File: src/rtl/timer.sv
// Saturating WIDTH-bit down-counter with reload on start and synchronous active-low reset.
// Optional registered expiry pulse on the 1->0 tick, enabled by TIMER_EXPIRE_PULSE_EN.
module timer #(
    parameter int unsigned WIDTH = 7,
    parameter int unsigned LOAD  = (2 ** WIDTH) - 1
) (
    input  logic             clk,
    input  logic             reset,
    input  logic             timer_start,
    input  logic             timer_tick,
`ifdef TIMER_EXPIRE_PULSE_EN
    output logic             timer_expire,
`endif
    output logic             timer_up,
    output logic [WIDTH-1:0] timer_count
);

    localparam logic [WIDTH-1:0] LoadVal = LOAD[WIDTH-1:0];
    localparam logic [WIDTH-1:0] One     = {{(WIDTH - 1){1'b0}}, 1'b1};

    logic [WIDTH-1:0] r_count;
    logic             w_zero;
    logic             w_dec;

    assign w_zero = (r_count == '0);
    // Ticks at zero are swallowed so the counter saturates instead of wrapping.
    assign w_dec  = timer_tick && !w_zero;

    always_ff @(posedge clk) begin
        if (!reset) begin
            r_count <= LoadVal;
        end else if (timer_start) begin
            r_count <= LoadVal;
        end else if (w_dec) begin
            r_count <= r_count - One;
        end
    end

    assign timer_up    = w_zero;
    assign timer_count = r_count;

`ifdef TIMER_EXPIRE_PULSE_EN
    logic r_expire;

    always_ff @(posedge clk) begin
        if (!reset) begin
            r_expire <= 1'b0;
        end else begin
            r_expire <= !timer_start && timer_tick && (r_count == One);
        end
    end

    assign timer_expire = r_expire;
`endif

endmodule

File: config.mk
export PLATFORM = sky130hd
export DESIGN_NAME = timer
export DESIGN_NICKNAME = d
export VERILOG_FILES = /design/src/rtl/timer.sv
export SDC_FILE = /design/constraint.sdc
export NUM_CORES = 1
export LEC_CHECK = 0
export ABC_AREA = 1
export CAP_MARGIN = 20
export CORE_AREA = 5 5 42 44
export CTS_CLUSTER_DIAMETER = 100
export CTS_CLUSTER_SIZE = 10
export DETAILED_ROUTE_END_ITERATION = 10
export DIE_AREA = 0 0 47 49
export MAX_ROUTING_LAYER = met4
export PLACE_DENSITY = 0.62
export SLEW_MARGIN = 5
export SYNTH_ARGS = -nofsm -noshare
export SYNTH_HDL_FRONTEND = slang
export SYNTH_SLANG_ARGS = --single-unit
File: constraint.sdc
create_clock -name clk -period 1.1 [get_ports clk]
set_input_delay 0.22 -clock clk [delete_from_list [all_inputs] [get_ports clk]]
set_output_delay 0.22 -clock clk [all_outputs]
set_load 0.01 [all_outputs]
== Word level (Yosys, flattened, before mapping) ==
Index checks and enable logic that the tools add are counted.
Word-level totals
  word-level logic and storage cells: 7
  flip-flop bits (word level): 7
  input bits: 4
Operators by class
  reductions and logical operators: 4
  add/sub/neg operators: 1
  bitwise operators: 1
Operators with widths (count)
  7-bit zero test: 1
  7-bit by 1-bit subtractor with 7-bit output (second input constant): 1
  2-bit OR reduction: 1
  1-bit logical AND: 1
  1-bit zero test: 1
  1-bit inverter: 1

== Logic depth before layout (Yosys ltp) ==
  depth in word-level cells: 3
  mapped depth: 7

== Worst setup path before layout ==
Ideal clock, no wire load.
  path kind: register -> register
  start point: register r_count[0] (netlist: timer_count[0])
  end point: register r_count[5] (netlist: timer_count[5])
  clock period less this slack: 1247 ps
  setup slack: -147 ps
  stages on the path, launching flop included: 8
  arrival time: 1112 ps
  cell sequence: dfxtp_1 inv_1 ha_1 nand2_1 nor2_4 nor2_4 nand2_1 nand3_1
On the way
  cells in the longest elaborated chain, start to end: 3
RTL lines
  start: declaration: line 21  | logic [WIDTH-1:0] r_count;
  start signal: assignment: line 31  | r_count <= LoadVal;
  start signal: assignment: line 33  | r_count <= LoadVal;
  start signal: assignment: line 35  | r_count <= r_count - One;
  7-bit zero test: line 25  | assign w_zero = (r_count == '0);
  via timer_up: line 14  | output logic timer_up,
  1-bit zero test: line 27  | assign w_dec = timer_tick && !w_zero;
  1-bit logical AND: line 27
The timed path passes the listed nets, and every way through them passes these cells.
A chain may end at the register's enable or synchronous reset.

== Worst setup path in the final report ==
  start point: register r_count[1] (netlist: timer_count[1])
  end point: output port timer_up
On the way
  cells in the longest elaborated chain, start to end: 1
RTL lines (line)
  7-bit zero test: 25
  end: declaration: 14
No other way between the ends.

==> flow_metrics.tcl <==
set metrics [dict create \
    violations "negative setup slack" \
    via_per_inst 4.68 \
    gp_congestion 0.785 \
    clkTransAtPathRegs_ns 0.06 \
    worst_slack_ns -0.167 \
    largest_reg_flops 7 \
    clock.fmax_ghz 0.789 \
    final_util_pct 54.8 \
    grt_max_degree 8 \
    final_nets 103 \
    seqPwrFrac_pct 42.1 \
    die_area_um2 2300 \
    arrival_ns 1.05 \
    power_leakage_nw 0.395 \
    synth_top_area_share_pct 32.0 \
    start_kind "flip-flop" \
    ys_types 12 \
    grtUsageMet2_pct 21.9 \
    power.internal_mw 0.468 \
    cts-hold-fix-buffers 0 \
    path_class "reg -> out" \
    clock_path_buffers 2 \
    drive_gt1_share_pct 51.0 \
    antenna_found_initial 0 \
    place_ws_ns -0.357 \
    drc 0 \
    cts-root-buf "clkbuf_4" \
    first_pass_iters 4 \
    synthSimpleGateAreaFrac_pct 50.6 \
    hold_depth 3 \
    total_power_mw 0.648 \
    power-per-cell-area_nw_per_um2 843 \
    cp_slowest_cell "dfxtp_2" \
    timing.hold.ws_ns 0.567 \
    drt-total-wl_mm 1.30 \
    n_antenna_cell 0 \
    dpl.cell_count 104 \
    relSlewSlack_pct 82.6 \
    start_util_pct 31.3 \
    layout_common_cells "23 x nand2_1, 16 x buf_4, 8 x nand3_1" \
    instances_no_fill 112 \
    areaGrowthSynthToFinish_pct 75.4 \
    hold_path.class "reg -> reg" \
    syn_inst 64 \
    final.setup_skew_ns 0.000349 \
    rows 14 \
    synthesis.nets 70 \
    outcome "finished with violations" \
    routedWlPerCell_um 11.6 \
    die_w_um 47 \
    tightestPinTransition_ns 0.260 \
    num_io_pins 12 \
    syn_area_um2 438 \
    yosys-mux-area-fraction_pct 0 \
    synth_xor_area_share_pct 2.00 \
    synth_area_per_cell_um2 6.84 \
    clk_latency_ns 0.26 \
    grt_usage_pct 14.4 \
    cp_cell_sequence "inv_2 -> ha_4 -> nand2_4 -> nor2_4 -> buf_6" \
    power_frac_clock_pct 38.2 \
    path_max_fanout 2 \
    synth_area_leaders "dfxtp_1 32%, nand2_1 21%, nand3_1 10%" \
    grt_setup_unrepaired "yes" \
    clock_sinks 7 \
    cts_tree "done" \
    htree_levels 1 \
    io_buffers 11 \
    worst_r2r_path_depth 7 \
    ys_ff_latch 7 \
    synth_fa_ha_area_share_pct 5.71 \
    final_cell_area_um2 768 \
    grt_util_met3_pct 2.21 \
    hold_viol 0 \
    top_usage_layer "met2" \
    pwr-share-comb_pct 19.7 \
    yosysTopAreaCell "dfxtp_1" \
    core_area_um2 1400 \
    finalCritPeriodShare_pct 115 \
    finalSetupViolations 9 \
    tns_ns -0.696 \
    mostFrequentLayoutCell "nand2_1" \
    grt_pass1_wl_mm 2.35 \
    yosys_warnings 0 \
    cpPeakStageDelay_ns 0.32 \
    numCtsBuffers 3 \
    ir_worst_vdd_mv 0.562 \
    synth-compound-area-share_pct 3.71 \
    drv_cap 0 \
    grt_overflow 0 \
    num_vias 524 \
    swShare_pct 27.7 \
    first_iter_violations 6 \
    die_h_um 49 \
    endpoint_kind "output port" \
    worstSetupPathDepth 5 \
    critPathTopFamily "flip-flops" \
    ant_nets 0 \
    met1_usage_pct 17.9 \
    cp.required_ns 0.88 \
    grt_pass1_vias 549 \
    period_needed_ns 1.27 \
    synth_top_family_by_area "simple AND/OR/NAND/NOR gates" \
    crit_buf_inv 2 \
    p_sw_mw 0.180 \
    dpl.hpwl_um 825 \
    place_area_um2 692 \
    slew_violations 0 \
    ys_seq_area_share_pct 32.0 \
]
-- final cells by class --
type | count | area, µm²
Sequential cell | 7 | 149
Timing Repair Buffer | 28 | 220
Tap cell | 16 | 20.0
Fill cell | 147 | 633
Inverter | 7 | 26.3
Multi-Input combinational cell | 50 | 327
Clock buffer | 4 | 26.3
-- cells by family (layout without fill, tap and decap cells) --
group                    after synthesis  count (layout)
adder cells (fa/ha/maj)                2               2
AND/OR/NAND/NOR                       46              46
AO/OA/AOI/OAI                          1               1
XOR/XNOR                               1               1
flip-flops                             7               7
buffers and inverters                  7              39
-- layer usage --
| layer | vias to the layer above | share of wire (%) |
|---|---|---|
| met5 | - | 0 |
| met3 | 4 | 5.1 |
| met2 | 19 | 49 |
| li1 | 264 | - |
| met1 | 237 | 42 |
| met4 | 0 | 3.4 |
-- synth_stat cells, drive strengths merged --
library cell,instances
nand2,26
nand3,9
dfxtp,7
inv,7
nor2,7
ha,2
nand3b,2
nand4,2
o21ai,1
xor2,1
-- worst paths after layout --
| kind | start | end | slack, ns |
|---|---|---|---|
| setup reg to reg | timer_count[1]$_SDFFE_PP1P_ | timer_count[2]$_SDFFE_PP1P_ | -0.08 |
| hold reg to reg | timer_count[6]$_SDFFE_PP1P_ | timer_count[6]$_SDFFE_PP1P_ | 0.57 |
| hold / removal | timer_count[6]$_SDFFE_PP1P_ | timer_count[6]$_SDFFE_PP1P_ | 0.57 |
| setup / recovery | timer_count[1]$_SDFFE_PP1P_ | timer_up | -0.17 |
-- worst reg2reg max path, cell delays in order, from the launching register on --
cell and delay (ns):
dfxtp_2 0.33, inv_2 0.05, buf_4 0.12, buf_4 0.13, ha_4 0.17, xor2_2 0.15
nand2_2 0.07, nand3_2 0.06
-- power groups by stage --
| stage | sequential [mW] | clock (mW) | combinational, mW |
|---|---|---|---|
| finish | 0.273 | 0.247 | 0.128 |
| global route | 0.274 | 0.268 | 0.142 |
| CTS | 0.272 | 0.254 | 0.120 |
| detailed placement | 0.276 | 0 | 0.124 |
| global placement | 0.276 | 0 | 0.123 |
| floorplan | 0.285 | 0 | 0.0474 |
-- timing repair --
| item | CTS | global route |
|---|---|---|
| pin swaps | 14 | 11 |
| gates resized for setup | 40 | 7 |
| endpoints found under the setup margin | 15 | 13 |
| setup buffers | 4 | 0 |
No activity file was read; power rests on OpenSTA's default activity.
